$ cat src/rtl/fifo_arb_pkg.sv
// Shared types and helpers for the FIFO push arbiter
// and the pop-side scheduler.
package fifo_arb_pkg;

  typedef enum logic {
    IDLE,
    BURST
  } arb_state_t;

  localparam int unsigned DEF_NUM_REQ   = 4;
  localparam int unsigned DEF_MAX_BURST = 4;

  function automatic int unsigned rr_next(
    input int unsigned ptr,
    input int unsigned n
  );
    return (ptr + 32'd1 >= n) ? 32'd0 : ptr + 32'd1;
  endfunction

endpackage

$ cat src/rtl/rr_priority_picker.sv
// Combinational round-robin picker: first requester at or
// after ptr_i, wrapping modulo N.
module rr_priority_picker
  import fifo_arb_pkg::*;
#(
  parameter  int unsigned N     = DEF_NUM_REQ,
  localparam int unsigned IDX_W = $clog2(N)
) (
  input  logic [N-1:0]     req_i,
  input  logic [IDX_W-1:0] ptr_i,
  output logic [IDX_W-1:0] sel_o,
  output logic             any_o
);

  function automatic logic [IDX_W-1:0] wrap(
    input logic [IDX_W-1:0] p,
    input int unsigned      off
  );
    int unsigned s;
    s = 32'(p) + off;
    if (s >= N) s = s - N;
    return IDX_W'(s);
  endfunction

  // Scan farthest offset first so the nearest requester wins.
  always_comb begin
    sel_o = ptr_i;
    for (int unsigned i = N; i > 0; i--) begin
      if (req_i[wrap(ptr_i, i - 1)]) begin
        sel_o = wrap(ptr_i, i - 1);
      end
    end
  end

  assign any_o = |req_i;

endmodule

$ cat src/rtl/fifo_push_arbiter.sv
// Round-robin, burst-locking arbiter sharing the parity
// FIFO push port between NUM_REQ producers.
module fifo_push_arbiter
  import fifo_arb_pkg::*;
#(
  parameter  int unsigned DATA_WIDTH = 32,
  parameter  int unsigned NUM_REQ    = DEF_NUM_REQ,
  parameter  int unsigned MAX_BURST  = DEF_MAX_BURST,
  localparam int unsigned IDX_W      = $clog2(NUM_REQ)
) (
  input  logic                             clk,
  input  logic                             rst_n,
  input  logic [NUM_REQ-1:0]               req_valid_i,
  input  logic [NUM_REQ-1:0][DATA_WIDTH:0] req_data_i,
  output logic [NUM_REQ-1:0]               req_grant_o,
  output logic                             fifo_valid_o,
  output logic [DATA_WIDTH:0]              fifo_data_o,
  input  logic                             fifo_grant_i,
  output logic [IDX_W-1:0]                 owner_o,
  output logic                             busy_o
);

  localparam int unsigned CNT_W = $clog2(MAX_BURST + 1);

  arb_state_t       state_q;
  logic [IDX_W-1:0] rr_q;
  logic [IDX_W-1:0] owner_q;
  logic [CNT_W-1:0] cnt_q;

  logic [IDX_W-1:0] pick;
  logic [IDX_W-1:0] cur;
  logic [IDX_W-1:0] pick_nxt;
  logic [IDX_W-1:0] owner_nxt;
  logic             any;
  logic             busy;
  logic             xfer;
  logic             last_beat;

  rr_priority_picker #(
    .N(NUM_REQ)
  ) u_pick (
    .req_i(req_valid_i),
    .ptr_i(rr_q),
    .sel_o(pick),
    .any_o(any)
  );

  assign busy      = (state_q == BURST);
  assign cur       = busy ? owner_q : pick;
  assign pick_nxt  = IDX_W'(rr_next(32'(pick), NUM_REQ));
  assign owner_nxt = IDX_W'(rr_next(32'(owner_q), NUM_REQ));
  assign last_beat = (cnt_q == CNT_W'(MAX_BURST - 1));

  // Gate with rst_n so nothing is offered while reset is held.
  assign fifo_valid_o = rst_n
                      & (busy ? req_valid_i[owner_q] : any);
  assign fifo_data_o  = req_data_i[cur];
  assign xfer         = fifo_valid_o & fifo_grant_i;
  assign req_grant_o  = xfer ? (NUM_REQ'(1) << cur) : '0;

  assign owner_o = owner_q;
  assign busy_o  = busy;

  always_ff @(posedge clk or negedge rst_n) begin
    if (!rst_n) begin
      state_q <= IDLE;
      rr_q    <= '0;
      owner_q <= '0;
      cnt_q   <= '0;
    end else begin
      unique case (state_q)
        IDLE: begin
          if (xfer) begin
            if (MAX_BURST == 1) begin
              rr_q <= pick_nxt;
            end else begin
              owner_q <= pick;
              cnt_q   <= CNT_W'(1);
              state_q <= BURST;
            end
          end
        end
        BURST: begin
          if (xfer) begin
            if (last_beat) begin
              rr_q    <= owner_nxt;
              cnt_q   <= '0;
              state_q <= IDLE;
            end else begin
              cnt_q <= cnt_q + CNT_W'(1);
            end
          end else if (!req_valid_i[owner_q]) begin
            rr_q    <= owner_nxt;
            cnt_q   <= '0;
            state_q <= IDLE;
          end
        end
        default: state_q <= IDLE;
      endcase
    end
  end

endmodule

$ cat config.mk
export PLATFORM = sky130hd
export DESIGN_NAME = fifo_push_arbiter
export DESIGN_NICKNAME = d
export VERILOG_FILES = /design/src/rtl/fifo_arb_pkg.sv /design/src/rtl/rr_priority_picker.sv /design/src/rtl/fifo_push_arbiter.sv
export SDC_FILE = /design/constraint.sdc
export NUM_CORES = 1
export LEC_CHECK = 0
export CORE_AREA = 5 5 98 72
export DETAILED_ROUTE_END_ITERATION = 16
export DIE_AREA = 0 0 103 77
export GPL_TIMING_DRIVEN = 0
export PLACE_DENSITY = 0.78
export SLEW_MARGIN = 20
export SYNTH_ARGS = -nofsm -noshare
export SYNTH_HDL_FRONTEND = slang
export SYNTH_SLANG_ARGS = --single-unit
$ cat constraint.sdc
create_clock -name clk -period 2.3 [get_ports clk]
set_input_delay 0.46 -clock clk [delete_from_list [all_inputs] [get_ports clk]]
set_output_delay 0.46 -clock clk [all_outputs]
set_load 0.1 [all_outputs]
---- Word-level counts from Yosys, hierarchy flattened ----
Cells that the tools add are included.
word-level totals
  output and inout bits ................... 41
  bits of input ports ..................... 139
  logic and storage cells ................. 74
  register bits ........................... 8
operators by class
  $lt $le $gt $ge ......................... 11
  muxes and demuxes ....................... 37
  equality and inequality tests ........... 5
  reductions and logical operators ........ 4
  bitwise gates (word level) .............. 3
  shift-type cells ........................ 1
  $add $sub $neg .......................... 9
operators by type and width
  operator             number
  $bmux 33 s2          1
  $mux 33              1
  $mux 2               13
  $lt 2x3->1 const B   6
  $ge 3x3->1 const B   4
  $mux 3               4
  $bmux 1 s2           5
  $mux 1               10
  $sub 2x1->2 const B  4
  $add 2x1->3 const B  2
  $add 2x2->3 const B  2
  $pmux 3 s2           1
  $mux 4               1
  $ne 2x2->1 const B   2
  $reduce_and 2->1     2
  $reduce_or 4->1      1
  $shl 1x2->4 const A  1
  $add 3x1->3 const B  1
  $eq 3x2->1 const B   1
  $ge 2x3->1 const B   1
  $ne 3x3->1 const B   1
  $reduce_and 3->1     1
  $and 1x1->1          2
  $ne 2x1->1 const B   1
  other kinds (2)      2

---- Depth between registers and ports, before layout ----
Gate-level depths: netlist (run 1).
  word-level depth ........................ 12
  gate-level depth with buffers ........... 8
  depth with buffers taken out ............ 6

---- Cells and area by module ----
From an unflattened synthesis (run 1), not the netlist that was laid out.
second synthesis, totals
  cells, all modules ...................... 106
  area, all modules ....................... 1502.7 sq um
modules (own cells, without submodules)
  module              cells each  instances  area an instance (sq um)  sequential area each (sq um)
  fifo_push_arbiter   91          1          1411.4                    200.2
  rr_priority_picker  15          1          91.3                      0.0

---- Worst setup path before layout (run 1) ----
Ideal clock, no wire load.
  path kind ............................... register to output
  start ................................... reg state_q, in the netlist busy_o
  end ..................................... out req_grant_o[2]
  required time ........................... 1840 ps
  path buffers ............................ 2
  arrival ................................. 4724 ps
  path slack .............................. -2884 ps
  cell stages (with the launch flop) ...... 6
  cells stage by stage .................... dfrtp_1 > clkbuf_1 > inv_1 > a31o_2 > buf_4 > nor4_1
on the way
  cells in the longest elaborated chain, start to end .. 4
ends and longest elaborated chain
  what                    line                     source
  from (decl)             fifo_push_arbiter.sv:25  arb_state_t state_q;
  from (signal assigned)  fifo_push_arbiter.sv:66  state_q <= IDLE;
  from (signal assigned)  fifo_push_arbiter.sv:79  state_q <= BURST;
  from (signal assigned)  fifo_push_arbiter.sv:88  state_q <= IDLE;
  $mux 1                  fifo_push_arbiter.sv:56  & (busy ? req_valid_i[owner_q] : any);
  $and 1x1->1             fifo_push_arbiter.sv:56
  $and 1x1->1             fifo_push_arbiter.sv:58  assign xfer = fifo_valid_o & fifo_grant_i;
  $mux 4 *                fifo_push_arbiter.sv:59  assign req_grant_o = xfer ? (NUM_REQ'(1) << cur) : '0;
  to (decl)               fifo_push_arbiter.sv:15  output logic [NUM_REQ-1:0] req_grant_o,
Every way passes the cells marked *; elsewhere a longest branch is shown, timed or not.

---- Worst setup path after layout (run 1) ----
  start ................................... reg rr_q[0]
  end ..................................... out fifo_data_o[28]
on the way
  cells in the longest elaborated chain, start to end .. 12
ends and longest elaborated chain
  what                                              line                      source
  from (decl)                                       fifo_push_arbiter.sv:26   logic [IDX_W-1:0] rr_q;
  from (signal assigned)                            fifo_push_arbiter.sv:75   rr_q <= pick_nxt;
  from (signal assigned)                            fifo_push_arbiter.sv:86   rr_q <= owner_nxt;
  from (signal assigned)                            fifo_push_arbiter.sv:93   rr_q <= owner_nxt;
  $add 2x2->3                                       rr_priority_picker.sv:20  s = 32'(p) + off;
  $ge 3x3->1 / $sub 2x1->2 (equally long branches)  rr_priority_picker.sv:21  if (s >= N) s = s - N;
  $mux 2                                            rr_priority_picker.sv:21
  $bmux 1 s2                                        rr_priority_picker.sv:29  if (req_i[wrap(ptr_i, i - 1)]) begin
  $mux 1 (implied by the code)                      rr_priority_picker.sv:29
  $mux 2 (3 in series)                              rr_priority_picker.sv:29
  $mux 2 *                                          rr_priority_picker.sv:29
  $mux 2 *                                          fifo_push_arbiter.sv:49   assign cur = busy ? owner_q : pick;
  $bmux 33 s2 *                                     fifo_push_arbiter.sv:57   assign fifo_data_o = req_data_i[cur];
  $mux 33 (implied by the code) *                   fifo_push_arbiter.sv:57
  to (decl)                                         fifo_push_arbiter.sv:17   output logic [DATA_WIDTH:0] fifo_data_o,
Every way passes the cells marked *; elsewhere a longest branch is shown, timed or not. The select of a mux whose other input is x is not followed.

==> results of run 1 <==
final timing paths:
check                                startpoint                     end  slack, ns  cells after the start
max                         rr_q[0]$_DFFE_PN0P_         fifo_data_o[28]      -0.61                      8
min                                       rst_n  owner_o[0]$_DFFE_PN0P_       0.30                      1
max reg2reg                    busy_o$_DFF_PN0_     rr_q[1]$_DFFE_PN0P_       0.37                      6
min reg2reg                cnt_q[2]$_DFFE_PN0P_    cnt_q[2]$_DFFE_PN0P_       0.58                      1
max in group asynchronous                 rst_n        busy_o$_DFF_PN0_       1.63                      1
min in group clk           cnt_q[2]$_DFFE_PN0P_    cnt_q[2]$_DFFE_PN0P_       0.58                      1
worst max-delay path, stage by stage (launching register included):
cell and delay [ns]:
sky130_fd_sc_hd__dfrtp_2 0.43, sky130_fd_sc_hd__nor2b_4 0.07, sky130_fd_sc_hd__o21ai_0 0.52, sky130_fd_sc_hd__a31o_2 0.30
sky130_fd_sc_hd__buf_12 0.16, sky130_fd_sc_hd__buf_12 0.12, sky130_fd_sc_hd__buf_16 0.13, sky130_fd_sc_hd__mux2i_4 0.27
sky130_fd_sc_hd__buf_12 0.20
flip-flops by register name, summed over array words and instances (netlist names):
register  cells
rr_q          2
owner_o       2
busy_o        1
cnt_q         3
stage by stage:
step / setup WS, ns / utilization [%] / std cells / area [sq um]
6_report: -0.6061 / 91.09 / 470 / 5525
5_1_grt: -0.6231 / 91.09 / 470 / 5525
4_1_cts: -0.5022 / 88.14 / 462 / 5346
3_5_place_dp: -1.743 / 67.72 / 438 / 4108
3_3_place_gp: -1.732 / 67.72 / 438 / 4108
2_1_floorplan: -0.6495 / - / 181 / 2218
layer usage:
metal	global-route usage, %	vias to the layer above	wire (um)
met3	7.162	22	960
li1	-	1113	-
met4	4.657	0	245
met2	48.02	157	5985
met1	26.67	1232	3823
met5	0	-	0
logic make-up (layout without fill, tap and decap cells):
logic type      after synthesis  in the layout
buf+inv                      17            228
fa+ha+maj                     2              2
compound gates               19             19
mux                         101            101
flops                         8              8
simple gates                 34             34
layout make-up:
| type | count | area, sq um |
|---|---|---|
| well taps | 78 | 97.59 |
| plain buffers | 14 | 279.0 |
| flip-flops and latches | 8 | 210.2 |
| fillers | 199 | 540.5 |
| inverters | 3 | 11.26 |
| repair buffers | 207 | 2507 |
| clock buffers | 4 | 45.04 |
| multi-input cells | 156 | 2375 |
cells in the mapped netlist (3+ instances only):
cell / number
sky130_fd_sc_hd__nor2_1: 11
sky130_fd_sc_hd__dfrtp_1: 8
sky130_fd_sc_hd__inv_1: 3
sky130_fd_sc_hd__a21oi_1: 8
sky130_fd_sc_hd__mux2i_1: 96
sky130_fd_sc_hd__nand2b_1: 4
sky130_fd_sc_hd__o21ai_0: 3
sky130_fd_sc_hd__nor2b_1: 3
sky130_fd_sc_hd__nand2_1: 4
sky130_fd_sc_hd__buf_4: 8
what timing repair did:
| item | CTS | global route |
|---|---|---|
| buffers inserted | 15 | 7 |
| resized for setup | 471 | 30 |
| pin swaps | 9 | 8 |
| gates cloned | 5 | 2 |
| hold endpoints to repair | 0 | 0 |
| endpoints found under the setup margin | 41 | 39 |
==> load_flow_metrics.sql, run 1 <==
INSERT INTO impl_metrics (metric_group, metric, value, unit) VALUES
('global_route', 'grt_pass1_wl', '15260', 'um'),
('critical_path', 'critPathCaptureType', 'output pin', ''),
('finish', 'final_nets', '534', ''),
('sta', 'max_slew.worst_pin.slew', '1.038', 'ns'),
('synthesis', 'synth_adder_area_share', '1.481', '%'),
('critical_path', 'path_max_fanout', '7', ''),
('sta', 'final_count_of_negative_setup_slack_endpoints', '37', ''),
('sta', 'min_period_over_period', '126.4', '%'),
('sta', 'fmax', '344.1', 'MHz'),
('clock_network', 'clock_tree.buffer_depth', '2', ''),
('run_status', 'violations', 'setup timing', ''),
('drt', 'drt_pre_antenna_iters', '4', ''),
('synthesis', 'synth_cells', '181', ''),
('drt', 'via_per_inst', '5.370', ''),
('synthesis', 'synth_compound_area_share', '7.704', '%'),
('synthesis', 'synth_largest_area_cell', 'sky130_fd_sc_hd__mux2i_1', ''),
('sta', 'hold_ws', '0.2952', 'ns'),
('sta', 'setup_total_negative_slack', '-19.82', 'ns'),
('drt', 'drc', '0', ''),
('clock_network', 'clock_buffers_created_by_tritoncts', '3', ''),
('clock_network', 'htree_num_levels', '1', ''),
('floorplan', 'num_io_pins', '180', ''),
('synthesis', 'synth.ff_latch_count', '8', ''),
('synthesis', 'ys.flop_type', 'sky130_fd_sc_hd__dfrtp_1', ''),
('finish', 'antenna_cells', '0', ''),
('drt', 'postRouteAntennaNets', '0', ''),
('synthesis', 'synth_seq_area_share', '11.85', '%'),
('clock_network', 'clockRootBuffer', 'sky130_fd_sc_hd__clkbuf_8', ''),
('sta', 'final_hold_viol_count', '0', ''),
('synthesis', 'synth_top_area_share', '56.89', '%'),
('synthesis', 'yosys.area_share.xor_xnor', '0', '%'),
('synthesis', 'synth_cell_types', '36', ''),
('clock_network', 'clkLatencyLatePin', '0.23', 'ns'),
('floorplan', 'total_die_area', '7931', 'sq um'),
('sta', 'grt_setup_unrepaired', 'true', ''),
('global_route', 'number_of_global_route_vias_before_repair', '2821', ''),
('synthesis', 'syn_avg_cell_area', '9.332', 'sq um'),
('floorplan', 'fp-row-count', '24', ''),
('finish', 'layout-drive-gt1-share', '52.04', '%'),
('global_route', 'grt_max_degree', '11', ''),
('drt', 'drt_wl_total', '11010', 'um'),
('sta', 'setup_ws', '-0.6061', 'ns'),
('drt', 'first_iter_violations', '77', ''),
('hold_path', 'worstHoldPathType', 'in2async', ''),
('drt', 'routed_wire_length_per_instance', '23.43', 'um'),
('synthesis', 'largest_family_of_logic_cells_by_synthesized_area', 'multiplexers', ''),
('run_status', 'status', 'complete, but fails checks', ''),
('finish', 'layout-area-overhead-vs-synth', '227.1', '%'),
('clock_network', 'clk_pin_slew', '0.05', 'ns'),
('finish', 'layout_common_cells', 'sky130_fd_sc_hd__clkdlybuf4s50_1 (133), sky130_fd_sc_hd__mux2i_4 (60), sky130_fd_sc_hd__buf_12 (44), sky130_fd_sc_hd__mux2i_2 (34), sky130_fd_sc_hd__buf_6 (15)', ''),
('synthesis', 'synth-simple-area-share', '11.26', '%'),
('floorplan', 'die_x', '103', 'um'),
('placement', 'detailedPlacementHpwl', '6346', 'um'),
('placement', 'gp_congestion', '0.7763', ''),
('critical_path', 'crit_path_start_kind', 'register', ''),
('finish', 'mostFrequentLayoutCell', 'sky130_fd_sc_hd__clkdlybuf4s50_1', ''),
('critical_path', 'required_time_reported_for_the_critical_path_endpoint', '1.84', 'ns'),
('floorplan', 'core_area', '6066', 'sq um'),
('critical_path', 'category_of_the_critical_setup_timing_path', 'reg2out', ''),
('placement', 'buffer_ports.inserted', '179', ''),
('synthesis', 'asyncSetResetFlopFracSynth', '100.0', '%'),
('sta', 'max-slew-margin-rel', '30.70', '%'),
('drt', 'num_vias', '2524', ''),
('synthesis', 'synthMuxAreaShare', '60.89', '%'),
('synthesis', 'postSynthNetCount', '322', ''),
('synthesis', 'synth.cell_area', '1689', 'sq um'),
('floorplan', 'initial_core_util', '27.85', '%'),
('sta', 'final_worst_clock_skew', '0.002165', 'ns'),
('synthesis', 'synth-edff-count', '0', ''),
('job', 'drv_cap', '0', ''),
('global_route', 'groute.usage.overall', '25.00', '%'),
('clock_network', 'cts_sinks', '8', ''),
('sta', 'final_period_minus_worst_setup_slack', '2.906', 'ns'),
('global_route', 'grt.overflow.total', '0', ''),
('clock_network', 'tritoncts', 'yes', ''),
('critical_path', 'critPathArrivalTime', '2.45', 'ns'),
('synthesis', 'synth.area.top_cells', 'sky130_fd_sc_hd__mux2i_1 (57%), sky130_fd_sc_hd__dfrtp_1 (12%), sky130_fd_sc_hd__buf_4 (3.6%)', ''),
('synthesis', 'synth.yosys.warnings', '0', ''),
('sta', 'final_max_slew_viol_count', '0', ''),
('global_route', 'initial_antenna_violation_count', '0', ''),
('clock_network', 'holdBufCountCts', '0', ''),
('floorplan', 'chipHeight', '77', 'um');
Power of run 1 is not shown: default switching activity piles up to over one toggle a cycle in this logic, so the estimate is an artifact.
==> run 2: changes to the inputs <==
--- a/config.mk
+++ b/config.mk
@@ -5,12 +5,14 @@
 export SDC_FILE = /design/constraint.sdc
 export NUM_CORES = 1
 export LEC_CHECK = 0
-export CORE_AREA = 5 5 98 72
+export CORE_AREA = 5 5 96 71
 export DETAILED_ROUTE_END_ITERATION = 16
-export DIE_AREA = 0 0 103 77
+export DIE_AREA = 0 0 101 76
 export GPL_TIMING_DRIVEN = 0
-export PLACE_DENSITY = 0.78
+export PLACE_DENSITY = 0.77
 export SLEW_MARGIN = 20
 export SYNTH_ARGS = -nofsm -noshare
 export SYNTH_HDL_FRONTEND = slang
+export SYNTH_HIERARCHICAL = 1
 export SYNTH_SLANG_ARGS = --single-unit
+export TNS_END_PERCENT = 1
==> run 2 against run 1 <==
The flow still finishes with violations (setup timing); fmax increased by 2.7%; sequential cell count is the same; utilization down 27 points; final area shrank 32%; register-to-register slack improved by 0.11 ns; die area fell by 3.2%; synthesized area shrank 11%; critical endpoint is now fifo_data_o[32].
==> load_flow_metrics.sql, run 2 <==
INSERT INTO impl_metrics (metric_group, metric, value, unit) VALUES
('drt', 'first_iter_violations', '47', ''),
('drt', 'via_per_inst', '4.974', ''),
('critical_path', 'crit_path_start_kind', 'register', ''),
('drt', 'routed_wire_length_per_instance', '19.57', 'um'),
('placement', 'dp_worst_setup_slack', '-2.117', 'ns'),
('placement', 'buffer_ports.inserted', '179', ''),
('finish', 'layout_common_cells', 'sky130_fd_sc_hd__clkdlybuf4s50_1 (134), sky130_fd_sc_hd__mux4_2 (32), sky130_fd_sc_hd__buf_6 (21), sky130_fd_sc_hd__buf_12 (13), sky130_fd_sc_hd__buf_8 (12)', ''),
('sta', 'final_worst_clock_skew', '0.002685', 'ns'),
('floorplan', 'chipHeight', '76', 'um'),
('synthesis', 'ys.flop_type', 'sky130_fd_sc_hd__dfrtp_1', ''),
('clock_network', 'cts_sinks', '8', ''),
('synthesis', 'synth.cell_area', '1503', 'sq um'),
('finish', 'final_nets', '445', ''),
('sta', 'setup_ws', '-0.5306', 'ns'),
('global_route', 'initial_antenna_violation_count', '0', ''),
('run_status', 'status', 'complete, but fails checks', ''),
('clock_network', 'clockRootBuffer', 'sky130_fd_sc_hd__clkbuf_8', ''),
('synthesis', 'synth_seq_area_share', '13.32', '%'),
('sta', 'max_slew.worst_pin.slew', '0.9800', 'ns'),
('sta', 'final_period_minus_worst_setup_slack', '2.831', 'ns'),
('finish', 'layout-area-overhead-vs-synth', '151.7', '%'),
('floorplan', 'initial_core_util', '25.40', '%'),
('global_route', 'groute.usage.overall', '19.34', '%'),
('synthesis', 'syn_avg_cell_area', '14.18', 'sq um'),
('global_route', 'grt_pass1_wl', '11750', 'um'),
('critical_path', 'path_max_fanout', '6', ''),
('floorplan', 'die_x', '101', 'um'),
('sta', 'final_count_of_negative_setup_slack_endpoints', '37', ''),
('sta', 'max-slew-margin-rel', '34.56', '%'),
('synthesis', 'synth.yosys.warnings', '6', ''),
('clock_network', 'tritoncts', 'yes', ''),
('critical_path', 'critPathArrivalTime', '2.37', 'ns'),
('floorplan', 'core_area', '5916', 'sq um'),
('sta', 'fmax', '353.3', 'MHz'),
('global_route', 'grt.overflow.total', '0', ''),
('job', 'drv_cap', '0', ''),
('synthesis', 'postSynthNetCount', '247', ''),
('floorplan', 'total_die_area', '7676', 'sq um'),
('floorplan', 'fp-row-count', '24', ''),
('critical_path', 'required_time_reported_for_the_critical_path_endpoint', '1.84', 'ns'),
('drt', 'drt_wl_total', '7455', 'um'),
('synthesis', 'synth.area.top_cells', 'sky130_fd_sc_hd__mux4_1 (33%), sky130_fd_sc_hd__mux4_2 (22%), sky130_fd_sc_hd__dfrtp_1 (13%)', ''),
('global_route', 'grt_max_degree', '11', ''),
('synthesis', 'ys_top_cells_by_count', 'sky130_fd_sc_hd__mux4_1 (19), sky130_fd_sc_hd__mux4_2 (15), sky130_fd_sc_hd__dfrtp_1 (8), sky130_fd_sc_hd__inv_1 (8), sky130_fd_sc_hd__o211ai_1 (6)', ''),
('finish', 'max_flop_register', 'cnt_q', ''),
('placement', 'gp_congestion', '0.8015', ''),
('clock_network', 'htree_num_levels', '1', ''),
('finish', 'antenna_cells', '0', ''),
('synthesis', 'yosys.cell_count.top_type', 'sky130_fd_sc_hd__mux4_1', ''),
('clock_network', 'clock_tree.buffer_depth', '2', ''),
('synthesis', 'synth_top_area_share', '33.22', '%'),
('synthesis', 'asyncSetResetFlopFracSynth', '100.0', '%'),
('synthesis', 'synth.ff_latch_count', '8', ''),
('sta', 'min_period_over_period', '123.1', '%'),
('clock_network', 'clock_buffers_created_by_tritoncts', '3', ''),
('hold_path', 'worstHoldPathType', 'in2async', ''),
('finish', 'layout-drive-gt1-share', '38.61', '%'),
('run_status', 'violations', 'setup timing', ''),
('placement', 'detailedPlacementHpwl', '6411', 'um'),
('floorplan', 'num_io_pins', '180', ''),
('drt', 'postRouteAntennaNets', '0', ''),
('synthesis', 'synth_cells', '106', ''),
('global_route', 'number_of_global_route_vias_before_repair', '2206', ''),
('clock_network', 'clkLatencyLatePin', '0.23', 'ns'),
('critical_path', 'critPathCaptureType', 'output pin', ''),
('clock_network', 'clk_pin_slew', '0.04', 'ns'),
('synthesis', 'synth-edff-count', '0', ''),
('sta', 'grt_setup_unrepaired', 'true', ''),
('finish', 'flip_flop_count_of_the_largest_register_all_copies_and_words_added', '3', ''),
('drt', 'num_vias', '1895', ''),
('drt', 'drc', '0', ''),
('finish', 'mostFrequentLayoutCell', 'sky130_fd_sc_hd__clkdlybuf4s50_1', ''),
('critical_path', 'category_of_the_critical_setup_timing_path', 'reg2out', ''),
('sta', 'final_max_slew_viol_count', '0', ''),
('drt', 'drt_pre_antenna_iters', '5', ''),
('synthesis', 'synth_largest_area_cell', 'sky130_fd_sc_hd__mux4_1', ''),
('synthesis', 'synth_cell_types', '32', ''),
('sta', 'final_hold_viol_count', '0', '');
## run 2: cell types whose count changed after synthesis, sizes merged, moves of 4 or more
cell and change:
a21oi -7, buf -6, inv +5, mux2i -93, mux4 +33, nor2 -7
o211ai +5, o22ai +4
## run 2: path summary, 6_finish.rpt
| check | start | end | slack [ns] | cells after the start |
|---|---|---|---|---|
| min reg2reg | cnt_q[2]$_DFFE_PN0P_ | cnt_q[2]$_DFFE_PN0P_ | 0.53 | 2 |
| max reg2reg | owner_o[0]$_DFFE_PN0P_ | cnt_q[1]$_DFFE_PN0P_ | 0.48 | 3 |
| max | rr_q[0]$_DFFE_PN0P_ | fifo_data_o[32] | -0.53 | 9 |
| min in group clk | cnt_q[2]$_DFFE_PN0P_ | cnt_q[2]$_DFFE_PN0P_ | 0.53 | 2 |
| max in group asynchronous | rst_n | owner_o[1]$_DFFE_PN0P_ | 1.72 | 1 |
| min | rst_n | cnt_q[0]$_DFFE_PN0P_ | 0.26 | 1 |
## run 2: repair_timing
action,CTS,global route
pin swaps,3,2
setup buffers,11,2
hold buffers,0,0
gates resized for setup,334,14
setup endpoints to repair,43,39
gates cloned,1,0
## run 2: kinds of logic after synthesis
kind of cell	Yosys count	synth area share (%)
DFF	8	13.32
AOI/OAI and AO/OA	21	10.41
adders and majority gates	2	1.665
buffers and inverters	17	6.411
muxes	39	60.87
and+or+nand+nor	19	7.328
## run 2: per-layer routing
layer | part of all wire, % | vias to the layer above | GRT usage [%]
met2 | 53 | 90 | 32.72
met3 | 11 | 16 | 8.966
met5 | 0 | - | 0
met4 | 3.2 | 0 | 5.046
met1 | 34 | 925 | 21.92
li1 | - | 864 | -
## run 2: cell type report
cell class,count,area [sq um]
Fill cell,461,2133
Timing Repair Buffer,193,2066
Multi-Input combinational cell,81,1209
Sequential cell,8,206.4
Buffer,9,128.9
Tap cell,78,97.59
Clock buffer,4,45.04
Inverter,8,30.03
## run 2: metrics by stage
stage          hold WS (ns)  utilization [%]  TNS (ns)  cell area [sq um]  std cells
3_3_place_gp         0.5118            58.44    -74.50               3457        363
6_report             0.2605            63.94    -18.04               3782        381
4_1_cts              0.2673            63.47    -18.85               3755        379
2_1_floorplan        0.1644                -    -21.29               1568        106
3_5_place_dp         0.5260            58.44    -75.85               3457        363
5_1_grt              0.2890            63.94    -21.84               3782        381
## run 2: worst max-delay path, stage by stage, from the launching register on
cell and delay [ns]:
sky130_fd_sc_hd__dfrtp_2 0.39, sky130_fd_sc_hd__nor2b_4 0.14, sky130_fd_sc_hd__o22ai_1 0.06, sky130_fd_sc_hd__a222oi_1 0.32, sky130_fd_sc_hd__buf_4 0.19, sky130_fd_sc_hd__mux2i_4 0.07
sky130_fd_sc_hd__buf_12 0.15, sky130_fd_sc_hd__buf_4 0.14, sky130_fd_sc_hd__mux4_1 0.46, sky130_fd_sc_hd__buf_6 0.21
Power of run 2 is left out for the same reason.
==> RTL change 1, RTL diff (flow settings as in run 2) <==
Change the package constant `DEF_MAX_BURST` from 4 to 8.
--- a/src/rtl/fifo_arb_pkg.sv
+++ b/src/rtl/fifo_arb_pkg.sv
@@ -9,5 +9,5 @@
 
   localparam int unsigned DEF_NUM_REQ   = 4;
-  localparam int unsigned DEF_MAX_BURST = 4;
+  localparam int unsigned DEF_MAX_BURST = 8;
 
   function automatic int unsigned rr_next(
Function: no difference found for any inputs over 4 cycles, from zero or initial values and one cycle with rst_n low; that may be too few to reach the edited logic, so the function may still have changed.
==> RTL change 1 against run 2 <==
The run still ends with setup timing left; design area rose by 1.5%; routed wire length is 2.8% lower; global-route usage is 0.76 points lower; worst setup slack worse by 0.067 ns; hold slack gained 0.037 ns; sequential cell count grew 1; synthesized area increased by 5.5%.
Power is left out: the tool's default activity adds up to more than one toggle a clock period on the data nets, which glitch-free logic cannot reach.
==> RTL change 1: results (changes against run 2) <==
- Status: complete, but fails checks
- Violated checks: setup timing
- Worst hold path class: input pin to async pin
- Cell total after placement: 373 (+2.8%)
- Pre-CTS setup slack: -2.169 ns (-0.05194 ns)
- Finished Layout Cells: 387 (+1.6%)
- Final setup TNS: -20.81 ns (-2.770 ns)
- H-tree Lvls: 1 (unchanged)
- GRT Overall Usage: 18.58% (-0.76 points)
- Largest register FFs: 4 (+1)
- Register area share after synthesis: 14.21% (+0.88 points)
- Largest net degree at the start of global routing: 13 (+2)
- Initial DRC count: 60 (+28%)
- RePlAce Congestion: 0.8523 (+6.3%)
- Setup WS post-layout: -0.5976 ns (-0.06701 ns)
- Worst Reg-to-Reg Cells: 3 (unchanged)
- Most flop-heavy register: cnt_q
- Fraction of layout instances using a drive strength above 1: 36.25% (-2.4 points)
- R2r setup slk: 0.50 ns (+0.02 ns)
- Clock Path Buffers: 2 (unchanged)
- Crit-path max FO: 10 (+4)
- PortBufs: 179 (unchanged)
- Cells after Synth: 116 (+9.4%)
- Number of global-route vias before repair: 2093 (-5.1%)
- Total grt overflow: 0 (unchanged)
- Drt pass-1 iters: 6 (+1)
- Final setup viols: 38 (+2.7%)
- Slowest stage delay, CP: 0.55 ns (+0.09 ns)
- Worst Max-Slew Pin Slew: 0.9699 ns (-0.01013 ns)
- Clock-pin slew on the worst setup and hold paths: 0.05 ns
- Reg2Reg Launch Point: owner_o[0]
- Most frequent cells after synthesis: mux4_1, mux4_2, dfrtp_1
- Synth cell types: 35 (+9.4%)
- Post-Syn Nets: 257 (+4.0%)
- Async SR Flop Fraction: 100.0% (unchanged)
- Top cells by area, synth: mux4_1, mux4_2, dfrtp_1
- Net count, final: 451 (+1.3%)
- CTS Buf Count: 3 (unchanged)
- Clock Latency Late Sink: 0.23 ns (about the same)
- CP startpoint: rr_q[0]
- Clk root buf: clkbuf_8
- Drt total wl: 7247 um (-2.8%)
- Yosys warns: 6 (unchanged)
- Post-synth top flop: dfrtp_1
- Worst r2r dst: cnt_q[1]
- Ant diodes: 0 (unchanged)
- Via count: 1959 (+3.4%)
- Dpl hpwl: 6048 um (-5.7%)
- Top Family by Delay on Critical Path: multiplexers
- Fin Clk Skew: 0.004018 ns (+0.001333 ns)
- Global-route wire length before repair: 11160 um (-5.0%)
- Worst path slowest cell: mux4_2
- Max-cap violations: 0 (unchanged)
- Initial antenna violation count: 0 (unchanged)
-- RTL change 1: final cells by class --
| cell class | count | area (um2) |
|---|---|---|
| Fill cell | 460 | 2077 |
| Clock buffer | 4 | 45.04 |
| Inverter | 7 | 26.28 |
| Tap cell | 78 | 97.59 |
| Timing Repair Buffer | 189 | 2032 |
| Sequential cell | 9 | 231.5 |
| Multi-Input combinational cell | 90 | 1261 |
| Buffer | 10 | 145.1 |
-- RTL change 1: metrics by stage --
| step | area (um2) | hold WS (ns) |
|---|---|---|
| finish | 3839 | 0.2978 |
| global route | 3839 | 0.3241 |
| CTS | 3837 | 0.3028 |
| detailed placement | 3540 | 0.5590 |
| global placement | 3540 | 0.5514 |
| floorplan | 1650 | 0.1644 |
-- RTL change 1: cells by family (layout without fill, tap and decap cells) --
kind of cell / Yosys count / in the layout / synth area share (%)
muxes: 41 / 41 / 58.80
AOI/OAI and AO/OA: 24 / 24 / 11.29
and+or+nand+nor: 23 / 23 / 7.972
buffers and inverters: 17 / 210 / 6.156
DFF: 9 / 9 / 14.21
adders and majority gates: 2 / 2 / 1.578
-- RTL change 1: worst max-delay path by stage --
stage          cells past startpoint              end  slack, ns
6_report                           9   fifo_data_o[3]      -0.60
5_1_grt                            9   fifo_data_o[3]      -0.63
4_1_cts                            9  fifo_data_o[13]      -0.53
3_5_place_dp                       8  fifo_data_o[16]      -2.17
3_3_place_gp                       8  fifo_data_o[16]      -2.12
2_1_floorplan                      6   req_grant_o[1]      -0.75
-- RTL change 1: routing by layer --
| metal | GRT usage [%] | vias to the layer above | part of all wire [%] |
|---|---|---|---|
| met5 | 0 | - | 0 |
| met3 | 8.143 | 12 | 11 |
| met1 | 22.79 | 938 | 37 |
| li1 | - | 899 | - |
| met2 | 30.55 | 110 | 50 |
| met4 | 3.320 | 0 | 2.0 |
-- RTL change 1: timing repair --
action | CTS | global route
cloned | 1 | 0
buffers inserted | 8 | 1
gates resized for setup | 334 | 4
endpoints found under the setup margin | 44 | 38
hold buffers | 0 | 0
pin swaps | 3 | 0
==> RTL change 2, RTL diff (config.mk and constraints of run 2) <==
Without the edit above. Reset style: synchronous (`rst_n`), changed in one clocked block.
--- a/src/rtl/fifo_push_arbiter.sv
+++ b/src/rtl/fifo_push_arbiter.sv
@@ -62,5 +62,5 @@
   assign busy_o  = busy;
 
-  always_ff @(posedge clk or negedge rst_n) begin
+  always_ff @(posedge clk) begin
     if (!rst_n) begin
       state_q <= IDLE;
Formal check against the unedited RTL: differs if rst_n is asserted again (counterexample within 4 cycles, from zero or initial values and one cycle with rst_n low); with rst_n held inactive, the same outputs for 4 cycles.
==> RTL change 2 against run 2 <==
The flow still finishes with violations (setup timing); non-clock buffer count shrank 6; global-route usage shrank 0.56 points; worst setup slack lost 0.0057 ns; register-to-register slack lost 0.03 ns; design area shrank 3.5%; synthesized area shrank 6.7%; sequential cell count is the same; routed wire length grew 3.1%; critical endpoint is now fifo_data_o[14].
Power is left out: it rests on default switching activity, and per cell area and clock period it moved more than threefold.
==> RTL change 2: results (changes against run 2) <==
- Top layer in use: met4
- Cells after Synth: 110 (+3.8%)
- Worst hold path class: flip-flop to flip-flop
- Slowest stage delay, CP: 0.36 ns (-0.10 ns)
- Worst path slowest cell: mux4_2
- Initial DRC count: 62 (+32%)
- Number of global-route vias before repair: 2021 (-8.4%)
- Clock Latency Late Sink: 0.23 ns (about the same)
- Worst Path Arrival: 2.38 ns
- Met3 wire length: 538 um (-32%)
- Final core area utilization: 61.72% (-2.2 points)
- Top cells by area, synth: mux4_2, dfxtp_1, buf_6
- Synth cell types: 36 (+13%)
- Yosys warns: 6 (unchanged)
- Global-route wire length before repair: 11230 um (-4.4%)
- Setup WS post-layout: -0.5363 ns (-0.005672 ns)
- Pre-CTS setup slack: -2.226 ns (-0.1093 ns)
- Net count, final: 444 (-0.22%)
- Fraction of layout instances using a drive strength above 1: 37.54% (-1.1 points)
- Most flop-heavy register: cnt_q
- CTS Buf Count: 3 (unchanged)
- Avg WL per Cell: 20.28 um (+3.6%)
- Register area share after synthesis: 11.43% (-1.9 points)
- Drt pass-1 iters: 4 (-1)
- WL met1: 2949 um (+18%)
- Violated checks: setup timing
- Routed wire length on met2: 4051 um (+3.3%)
- Fillers: 498 (+8.0%)
- Cell total after placement: 367 (+1.1%)
- Clock-pin slew on the worst setup and hold paths: 0.04 ns (about the same)
- Fin Clk Skew: 0.001609 ns (-0.001076 ns)
- Worst Max-Slew Pin Slew: 0.9675 ns (-0.01251 ns)
- Finished Layout Cells: 379 (-0.52%)
- Top Family by Delay on Critical Path: buffers and inverters
- Largest net degree at the start of global routing: 11 (unchanged)
- Cell Area, Placed: 3347 um2 (-3.2%)
- Drt via density: 5.013 (+0.79%)
- Final setup TNS: -17.29 ns (+0.7553 ns)
- Final setup viols: 37 (unchanged)
- Initial antenna violation count: 0 (unchanged)
- Dpl hpwl: 6486 um (+1.2%)
- RePlAce Congestion: 0.8472 (+5.7%)
- Most frequent cells after synthesis: mux4_2, dfxtp_1, nor2_1
- Post-Syn Nets: 251 (+1.6%)
- Status: complete, but fails checks
- Post-synth top flop: dfxtp_1
- GRT Overall Usage: 18.78% (-0.56 points)
- Async SR Flop Fraction: 0% (-100 points)
- Ant diodes: 0 (unchanged)
- Crit-path max FO: 10 (+4)
## RTL change 2: cell count changes after synthesis, moves of 3 or more
cell and delta:
dfxtp_1 +8, inv_1 -3, mux4_1 -19, dfrtp_1 -8, nor2_1 +4, o211ai_1 -6
mux4_2 +19
## RTL change 2: path summary, 6_finish.rpt
path	slack (ns)	endpoint	depth (start not counted)	start
setup reg to reg	0.45	rr_q[0]	3	owner_o[0]
hold reg to reg	0.44	cnt_q[2]	2	cnt_q[2]
setup / recovery	-0.54	fifo_data_o[14]	9	req_valid_i[1]
hold / removal	0.44	cnt_q[2]	2	cnt_q[2]
## RTL change 2: worst min-delay path, delay by kind of cell (launching register included)
kind,cells,cell delay (ns)
DFF,1,0.30
AOI/OAI and AO/OA,1,0.06
and+or+nand+nor,1,0.04
## RTL change 2: area by class of cell
type / count / share of cell area [%]
Buffer: 8 / 3.153
Multi-Input combinational cell: 89 / 33.93
Inverter: 5 / 0.5141
Timing Repair Buffer: 188 / 53.98
Sequential cell: 8 / 4.626
Tap cell: 78 / 2.673
Clock buffer: 3 / 1.131
## RTL change 2: routing by layer
metal	track usage (%)	up-vias
met5	0	-
met4	3.718	0
met3	3.385	8
met2	34.56	86
met1	22.70	930
li1	-	876
## RTL change 2: cells by family after synthesis
family	count (synthesis)	synth area share [%]
muxes	40	59.55
and+or+nand+nor	27	10.54
AOI/OAI and AO/OA	20	11.25
buffers and inverters	13	5.446
DFF	8	11.43
adders and majority gates	2	1.785
## RTL change 2: what timing repair did
action | 4_1_cts | 5_1_grt
setup endpoints to repair | 44 | 39
pin swaps | 1 | 1
buffers inserted | 8 | 2
gates resized for setup | 310 | 5
